**src/rtl/led_fade_driver.sv**
```systemverilog
// Per-LED PWM driver with a linear fade-out after each pattern bit drops,
// producing a trailing "comet tail" behind an LED chaser pattern.
module led_fade_driver #(
  parameter int unsigned N_LEDS     = 8,
  parameter int unsigned PWM_BITS   = 8,
  parameter int unsigned DECAY_LOG2 = 14,
  parameter int unsigned DECAY_STEP = 16
) (
  input  logic              clk,
  input  logic              resetn,
  input  logic [N_LEDS-1:0] pattern_in,
  output logic [N_LEDS-1:0] led_out,
  output logic              pwm_sync
);

  localparam int unsigned SUB_W = PWM_BITS + 1;
  localparam logic [PWM_BITS-1:0] B_MAX   = '1;
  localparam logic [SUB_W-1:0]    STEP_EXT = SUB_W'(DECAY_STEP);

  logic [N_LEDS-1:0]     pattern_q;
  logic [PWM_BITS-1:0]   pwm_cnt;
  logic [DECAY_LOG2-1:0] prescaler;
  logic [PWM_BITS-1:0]   bright [N_LEDS];
  logic [PWM_BITS-1:0]   duty   [N_LEDS];

  logic                  decay_tick_c;
  logic                  wrap_c;
  logic [SUB_W-1:0]      diff_c       [N_LEDS];
  logic [PWM_BITS-1:0]   bright_nxt_c [N_LEDS];

  // Period and decay strobes derived from the free-running counters
  always_comb begin
    decay_tick_c = &prescaler;
    wrap_c       = &pwm_cnt;
  end

  // Next brightness: load on pattern, else saturating linear decay on tick
  always_comb begin
    for (int i = 0; i < int'(N_LEDS); i++) begin
      diff_c[i]       = {1'b0, bright[i]} - STEP_EXT;
      bright_nxt_c[i] = bright[i];
      if (pattern_q[i]) begin
        bright_nxt_c[i] = B_MAX;
      end else if (decay_tick_c) begin
        bright_nxt_c[i] = diff_c[i][SUB_W-1] ? '0 : diff_c[i][PWM_BITS-1:0];
      end
    end
  end

  // Input register and free-running PWM / decay counters
  always_ff @(posedge clk or negedge resetn) begin
    if (!resetn) begin
      pattern_q <= '0;
      pwm_cnt   <= '0;
      prescaler <= '0;
    end else begin
      pattern_q <= pattern_in;
      pwm_cnt   <= pwm_cnt + PWM_BITS'(1);
      prescaler <= prescaler + DECAY_LOG2'(1);
    end
  end

  // Brightness state and duty latch; duty only moves at period boundaries
  always_ff @(posedge clk or negedge resetn) begin
    if (!resetn) begin
      for (int i = 0; i < int'(N_LEDS); i++) begin
        bright[i] <= '0;
        duty[i]   <= '0;
      end
    end else begin
      for (int i = 0; i < int'(N_LEDS); i++) begin
        bright[i] <= bright_nxt_c[i];
        if (wrap_c) begin
          duty[i] <= bright[i];
        end
      end
    end
  end

  // PWM compare; full duty stays high through every slot
  always_ff @(posedge clk or negedge resetn) begin
    if (!resetn) begin
      led_out  <= '0;
      pwm_sync <= 1'b0;
    end else begin
      for (int i = 0; i < int'(N_LEDS); i++) begin
        led_out[i] <= (duty[i] == B_MAX) || (pwm_cnt < duty[i]);
      end
      pwm_sync <= (pwm_cnt == '0);
    end
  end

endmodule

```
**config.mk**
```make
export PLATFORM = sky130hd
export DESIGN_NAME = led_fade_driver
export DESIGN_NICKNAME = d
export VERILOG_FILES = /design/src/rtl/led_fade_driver.sv
export SDC_FILE = /design/constraint.sdc
export NUM_CORES = 1
export LEC_CHECK = 0
export BUFFER_PORTS_ARGS = -buffer_cell sky130_fd_sc_hd__buf_2
export CORE_MARGIN = 2
export CORE_UTILIZATION = 30
export CTS_BUF_LIST = sky130_fd_sc_hd__clkbuf_8
export CTS_CLUSTER_DIAMETER = 40
export CTS_CLUSTER_SIZE = 8
export DETAILED_ROUTE_END_ITERATION = 8
export SYNTH_ARGS = -nofsm -noshare
export SYNTH_HDL_FRONTEND = slang
export SYNTH_SLANG_ARGS = --single-unit
```
**constraint.sdc**
```tcl
create_clock -name clk -period 2 [get_ports clk]
set_input_delay 0.2 -clock clk [delete_from_list [all_inputs] [get_ports clk]]
set_output_delay 0.2 -clock clk [all_outputs]
set_load 0.05 [all_outputs]
```
# Word-level counts from Yosys, hierarchy flattened
# Cells that the tools add are included.
# op_classes
n_div,0
n_shift,0
add_sub_neg,10
mul,0
n_lt_le_gt_ge,8
muxes,24
reduce_logical,19
n_bitwise,0
n_eq_ne,8
# ops
cell,count
$mux W8,24
$sub A8 B5 Y9 const B,8
$eq A8 B8 Y1 const B,8
$lt A8 B8 Y1,8
$reduce_bool A2 Y1,8
$add A14 B1 Y14 const B,1
$reduce_and A14 Y1,1
$add A8 B1 Y8 const B,1
$logic_not A8 Y1,1
$logic_or A1 B1 Y1,8
$reduce_and A8 Y1,1
# totals
rom_bits,0
reg_bits,167
ramBits,0
out_inout_bits,9
mem_count,0
input_bits,10
latch_bits,0
word_cells,90

# Logic depth before layout (Yosys ltp)
# Gate-level depths: netlist of the first run.
# logic_depth
depth_word,4
mapped_depth,7
mapped_depth_nobuf,6

# Worst setup path before layout of the first run
# Ideal clock, no wire load.
# synth_timing
kind,flip-flop to flip-flop
start,register pwm_cnt[1]
end,register duty[11] (netlist bit)
synth_period_minus_slack_ns,1.911
path_buffers,2
stages_incl_launch_ff,8
arrival_time_ns,1.786
setup_ns,0.125
slack_ns,0.089
required_ns,1.875
cell_sequence,dfrtp_1 ha_1 nand3_1 nor2_1 and3_1 buf_2 buf_4 mux2_2
# synth_between
elab_chain_cells,1
# synth_rtl
item,line_no,source
from (decl),21,logic [PWM_BITS-1:0] pwm_cnt;
from (signal assigned),58,pwm_cnt <= pwm_cnt + PWM_BITS'(1);
$reduce_and A8 Y1,34,wrap_c = &pwm_cnt;
"to (signal, indexed assignment)",74,duty[i] <= bright[i];
to (decl),24,logic [PWM_BITS-1:0] duty [N_LEDS];
# No other way between the ends.
# A chain may end at the register's enable or synchronous reset.

# Worst setup path in the final report of the first run
# layout_timing
start,register pwm_cnt[0]
end,register duty[43] (netlist bit)
# The elaborated chain is that of the path after synthesis.

==> flow_metrics.env, run 1 <==
export IMPL_critical_path_slowest_cell="dfrtp_1"
export IMPL_synthesis_instances=568
export IMPL_vias=4405
export IMPL_area_growth_synth_to_final_pct=17.75
export IMPL_cpLargestDelayFamily="simple AND/OR/NAND/NOR gates"
export IMPL_gp_congestion=0.7640
export IMPL_timing_critical_path_cells="ha_1 > nand3_1 > nor2_1 > and3_2 > buf_12 > mux2_2"
export IMPL_drc=0
export IMPL_final_common_cell="dfrtp_1"
export IMPL_ys_warn_count=0
export IMPL_grt_setup_unrepaired="false"
export IMPL_drt_pre_antenna_iters=4
export IMPL_clkTransAtPathRegs_ns=0.08
export IMPL_peakVddDrop_uv=411.4
export IMPL_final_hold_fails=0
export IMPL_starting_density_of_the_core_pct=30.37
export IMPL_antenna_found_initial=0
export IMPL_criticalPathCategory="reg -> reg"
export IMPL_wire_length_per_cell_after_detailed_routing_um=14.55
export IMPL_grt_first_pass_wirelength_um=22630
export IMPL_utilization_pct=35.76
export IMPL_worst_endpoint_arrival_ns=2.14
export IMPL_post_cts_resize_count=0
export IMPL_required_ns=2.33
export IMPL_grt_max_degree=38
export IMPL_insertion_delay_ns=0.45
export IMPL_post_cts_setup_buffer_count=0
export IMPL_clock_period_minus_final_worst_setup_slack_ns=1.817
export IMPL_total_die_area_um2=22260
export IMPL_drt_antenna_violating_nets=0
export IMPL_synth_main_ff_cell="dfrtp_1"
export IMPL_numPortBuffers=18
export IMPL_globalRouteTotalUtil_pct=12.87
export IMPL_grt_pass1_vias=4434
export IMPL_leakagePower_uw=0.003257
export IMPL_critPathMaxStageDelay_ns=0.36
export IMPL_totalWireLength_um=13200
export IMPL_critical_path_startpoint_type="flip-flop"
export IMPL_run_status="completed"
export IMPL_fin_worst_skew_ns=0.008211
export IMPL_finalCritPeriodShare_pct=90.84
export IMPL_antenna_diode_count=0
export IMPL_synth_cell_area_um2=6324
export IMPL_worstSetupEndpointType="flip-flop"
export IMPL_share_of_cells_above_drive_strength_1_pct=14.87
export IMPL_cts_root_buf="clkbuf_8"
export IMPL_cts_buffers_inserted=17
export IMPL_dpl_hpwl_um=9470
export IMPL_setup_viol=0
export IMPL_power_per_cell_area_nw_per_um2=687.2
export IMPL_grt_ovf=0
export IMPL_die_w_um=149.2
export IMPL_cts_hold_buf=9
export IMPL_timing_max_slew_rel_slack_pct=63.83
export IMPL_synth_edff_count=0
export IMPL_floorplan_rows=53
export IMPL_tritoncts_clock_tree="done"
export IMPL_number_of_nets_in_the_layout=696
export IMPL_io_pin_count=19
export IMPL_fmax_mhz=550.4
export IMPL_worstPathBufferInverterCount=1
export IMPL_clkSinkCount=119
export IMPL_maxCapViolCount=0
export IMPL_syn_nets=645
export IMPL_cts_htree_levels=4
export IMPL_finalSetupTns_ns=0
export IMPL_layout_filler_cells=2096
export IMPL_mostFrequentLayoutCells="dfrtp_1, inv_1, ha_1, mux2i_1, nand3_1"
export IMPL_dr_first_iter_drc_count=311
export IMPL_synth_ff_latch_count=119
export IMPL_design_core_area_um2=20820
export IMPL_synthesis_area_per_instance_um2=11.13
export IMPL_crit_fanout=30
export IMPL_finalMaxSlewViolations=0
export IMPL_synth_yosys_seq_area_share_pct=47.09
export IMPL_die_height_um=149.2
export IMPL_async_flop_share_pct=100.0
export IMPL_viasPerCell=4.857
export IMPL_hold_class="in -> async"
export IMPL_post_layout_total_power_uw=5117
export IMPL_count_of_distinct_cell_types_in_the_synthesized_netlist=45
export IMPL_worst_slew_pin_transition_ns=0.5425
export IMPL_clock_path_buffers=2
sequential cells by signal (all words and copies together), names as in the netlist:
register and cells:
duty 40, pwm_sync 1, bright 40, pattern_q 8
led_out 8, pwm_cnt 8, prescaler 14
worst reg2reg max path: stages, from the launching register on:
cell,delay [ns]
dfrtp_1,0.36
ha_1,0.19
nand3_1,0.13
nor2_1,0.18
and3_2,0.25
buf_12,0.22
mux2_2,0.38
routing by layer:
metal / track usage (%) / share of wire, % / up-vias
met5: 0 / 0 / -
met4: 5.000 / 1.2 / 0
met3: 2.691 / 3.0 / 14
met2: 18.46 / 43 / 65
met1: 18.90 / 53 / 2152
li1: - / - / 2174
cells by family after synthesis:
logic type	after synthesis	synth area share (%)
AOI/OAI and AO/OA	124	14.74
DFF	119	47.09
and+or+nand+nor	107	9.359
buffers and inverters	93	6.430
adders and majority gates	67	13.26
muxes	40	6.628
xor gates and xnor gates	18	2.493
Yosys cell counts (6+ instances only):
master	n	area [um^2]
o21ai_0	12	60.06
xnor2_1	14	122.6
nand3_1	23	115.1
nand2b_1	8	50.05
nor2_1	17	63.81
nor4_1	7	43.79
o21a_1	8	60.06
dfrtp_1	119	2978
a21oi_1	8	40.04
mux2i_1	25	250.2
a2111oi_0	8	70.07
o2111ai_1	8	70.07
ha_1	67	838.3
inv_1	76	285.3
buf_4	6	45.04
nor3b_1	8	60.06
mux2_2	15	168.9
nor3_1	14	70.07
a21o_1	13	97.59
nand2_1	8	30.03
a31oi_1	16	100.1
o211ai_1	9	67.56
a311o_1	10	100.1
a211o_1	11	96.34
a211oi_1	8	60.06
where the power goes:
part | switching, uW | internal [uW]
clock network | 966 | 1640
registers | 13.8 | 2410
logic | 57.0 | 29.2
final timing paths:
| kind | startpoint | slack, ns | end | cells after the start |
|---|---|---|---|---|
| max in group asynchronous | resetn | 1.08 | bright[53]$_DFFE_PN0P_ | 3 |
| min in group clk | pattern_in[7] | 0.39 | pattern_q[7]$_DFF_PN0_ | 2 |
| setup reg to reg | pwm_cnt[0]$_DFF_PN0_ | 0.18 | duty[43]$_DFFE_PN0P_ | 6 |
| hold / removal | resetn | 0.28 | duty[63]$_DFFE_PN0P_ | 2 |
| hold reg to reg | prescaler[0]$_DFF_PN0_ | 0.45 | prescaler[0]$_DFF_PN0_ | 1 |
| setup / recovery | pwm_cnt[0]$_DFF_PN0_ | 0.18 | duty[43]$_DFFE_PN0P_ | 6 |
metrics by stage:
step	hold WS (ns)	worst slack, ns	instances	area, um^2
after floorplan	-0.09559	0.08902	568	6324
after global placement	0.2266	0.2107	866	6880
after detailed placement	0.2294	0.1936	866	6880
after CTS	0.2733	0.1873	907	7446
after global routing	0.3166	0.002224	907	7446
final	0.2848	0.1832	907	7446
cell type report:
class / count / area (um^2) / share of cell area [%]
Sequential cell: 119 / 2978 / 39.99
Multi-Input combinational cell: 356 / 2940 / 39.49
Timing Repair Buffer: 49 / 422.9 / 5.680
Tap cell: 275 / 344.1 / 4.621
Clock buffer: 22 / 302.8 / 4.067
Inverter: 76 / 285.3 / 3.831
Clock inverter: 10 / 172.7 / 2.319
(Power assumes the default switching activity.)
==> run 2, diff against run 1 <==
CORE_ASPECT_RATIO = 0.9   (was default)
clock period = 1.5 ns   (was 2 ns; I/O delays follow)
==> run 2 against run 1 <==
Fmax grew 8.0%. Global-route usage grew 1.7 points. Critical endpoint is now pwm_sync$_DFF_PN0_. Register-to-register slack worse by 0.37 ns. The run now ends with negative setup slack left. Via count increased by 11%. Sequential cell count unchanged. Die area hardly changed. Setup slack got worse by 0.37 ns.
==> flow_metrics.env, run 2 (synthesized netlist as in run 1, its figures left out) <==
export IMPL_run_status="complete, but fails checks"
export IMPL_violations="negative setup slack"
export IMPL_setup_viol=84
export IMPL_multi_input_comb_area_um2=3780
export IMPL_critical_path_startpoint_type="flip-flop"
export IMPL_final_hold_fails=0
export IMPL_globalRouteTotalUtil_pct=14.54
export IMPL_io_pin_count=19
export IMPL_dpl_hpwl_um=10290
export IMPL_clkSinkCount=119
export IMPL_drt_pre_antenna_iters=4
export IMPL_grt_first_pass_wirelength_um=25500
export IMPL_total_die_area_um2=22260
export IMPL_vias=4896
export IMPL_grt_pass1_vias=4944
export IMPL_gp_congestion=0.7450
export IMPL_crit_fanout=4
export IMPL_worst_endpoint_arrival_ns=2.05
export IMPL_totalWireLength_um=15880
export IMPL_starting_density_of_the_core_pct=30.45
export IMPL_leakagePower_uw=0.003834
export IMPL_grt_max_degree=74
export IMPL_hold_class="in -> async"
export IMPL_final_common_cell="dfrtp_1"
export IMPL_clkTransAtPathRegs_ns=0.08
export IMPL_drt_antenna_violating_nets=0
export IMPL_die_height_um=141.7
export IMPL_dr_first_iter_drc_count=295
export IMPL_viasPerCell=4.814
export IMPL_numPortBuffers=18
export IMPL_clock_period_minus_final_worst_setup_slack_ns=1.683
export IMPL_finalCritPeriodShare_pct=112.2
export IMPL_floorplan_rows=50
export IMPL_placedCellCount=955
export IMPL_mostFrequentLayoutCells="dfrtp_1, buf_4, inv_1, ha_1, ha_4"
export IMPL_worst_slew_pin_transition_ns=0.4245
export IMPL_timing_critical_path_cells="buf_4 > inv_1 > ha_1 > or4b_2 > nor4_2"
export IMPL_r2r_start="pwm_cnt[1]$_DFF_PN0_"
export IMPL_wire_length_per_cell_after_detailed_routing_um=15.61
export IMPL_number_of_nets_in_the_layout=795
export IMPL_tritoncts_clock_tree="done"
export IMPL_post_layout_total_power_uw=6353
export IMPL_share_of_cells_above_drive_strength_1_pct=37.21
export IMPL_reg_largest_list="bright x40, duty x40, prescaler x14"
export IMPL_area_growth_synth_to_final_pct=44.62
export IMPL_design_core_area_um2=20770
export IMPL_maxCapViolCount=0
export IMPL_critical_path_slowest_cell="or4b_2"
export IMPL_critPathMaxStageDelay_ns=0.60
export IMPL_clock_path_buffers=2
export IMPL_criticalPathCategory="reg -> reg"
export IMPL_required_ns=1.87
export IMPL_finalHoldWorstSlack_ns=0.1981
export IMPL_layout_filler_cells=1942
export IMPL_fin_worst_skew_ns=0.01107
export IMPL_antenna_found_initial=0
export IMPL_grt_ovf=0
export IMPL_peakVddDrop_uv=555.6
export IMPL_cts_htree_levels=4
export IMPL_antenna_diode_count=0
export IMPL_fmax_mhz=594.2
export IMPL_die_w_um=157.0
export IMPL_cts_root_buf="clkbuf_8"
export IMPL_final_setup_worst_slack_ns=-0.1829
export IMPL_power_per_cell_area_nw_per_um2=694.7
export IMPL_stdcell_area_um2=9145
export IMPL_timing_max_slew_rel_slack_pct=71.70
export IMPL_insertion_delay_ns=0.46
export IMPL_fin_cells=1017
export IMPL_cts_buffers_inserted=17
export IMPL_instance_area_at_placement_um2=7610
export IMPL_worstSetupEndpointType="flip-flop"
export IMPL_sequential_cell_area_um2=2984
export IMPL_finalSetupTns_ns=-9.079
export IMPL_drc=0
export IMPL_setup_worst_path_start="pwm_cnt[1]$_DFF_PN0_"
export IMPL_finalMaxSlewViolations=0
export IMPL_grt_setup_unrepaired="true"
run 2: cell types whose count changed in the layout (fill, tap and decap cells not counted), sizes merged:
cell	previous run	this run
buf	40	136
clkinv	3	7
clkinvlp	0	4
clkbuf	22	19
bufinv	5	3
inv	78	77
nand2	9	10
run 2: routing by layer:
layer / up-vias / track usage [%] / part of all wire, %
met5: - / 0 / 0
met4: 0 / 5.263 / 1.7
met3: 22 / 3.390 / 2.6
met2: 60 / 21.38 / 45
met1: 2437 / 20.82 / 50
li1: 2377 / - / -
run 2: path summary, 6_finish.rpt:
kind,end,cells after the start,slack [ns]
min in group clk,pattern_q[3]$_DFF_PN0_,2,0.33
worst min-delay path,prescaler[1]$_DFF_PN0_,3,0.20
worst max-delay path,pwm_sync$_DFF_PN0_,5,-0.18
worst min register to register,bright[50]$_DFFE_PN0P_,1,0.49
worst max register to register,pwm_sync$_DFF_PN0_,5,-0.18
max in group asynchronous,pwm_cnt[6]$_DFF_PN0_,3,0.88
run 2: power by group:
part           internal, uW  switching [uW]
Combinational          38.1            79.8
Sequential             3220            17.3
Clock                  1610            1390
Total                  4870            1480
run 2: timing repair:
item	4_1_cts	5_1_grt
pin swaps	12	31
buffers inserted	8	9
hold buffers	9	0
endpoints found under the hold margin	127	0
cloned	2	3
setup endpoints to repair	84	91
resized for setup	81	51
run 2: area by class of cell:
cell class | count | share of cell area (%)
Clock buffer | 17 | 2.558
Clock inverter | 15 | 1.779
Inverter | 76 | 3.119
Multi-Input combinational cell | 357 | 41.33
Sequential cell | 119 | 32.63
Tap cell | 286 | 3.913
Timing Repair Buffer | 147 | 14.67
run 2: metrics by stage:
step                      utilization (%)  setup slack [ns]
after floorplan                         -           -0.1892
after global placement              36.64           -0.1808
after detailed placement            36.64           -0.2122
after CTS                           41.53           -0.1663
after global routing                44.03           -0.2322
final                               44.03           -0.1829
run 2: critical path, delay by kind of cell, from the launching register on:
family        cells  cell delay, ns
flops             1            0.45
fa+ha+maj         1            0.15
simple gates      2            0.74
buf+inv           2            0.25
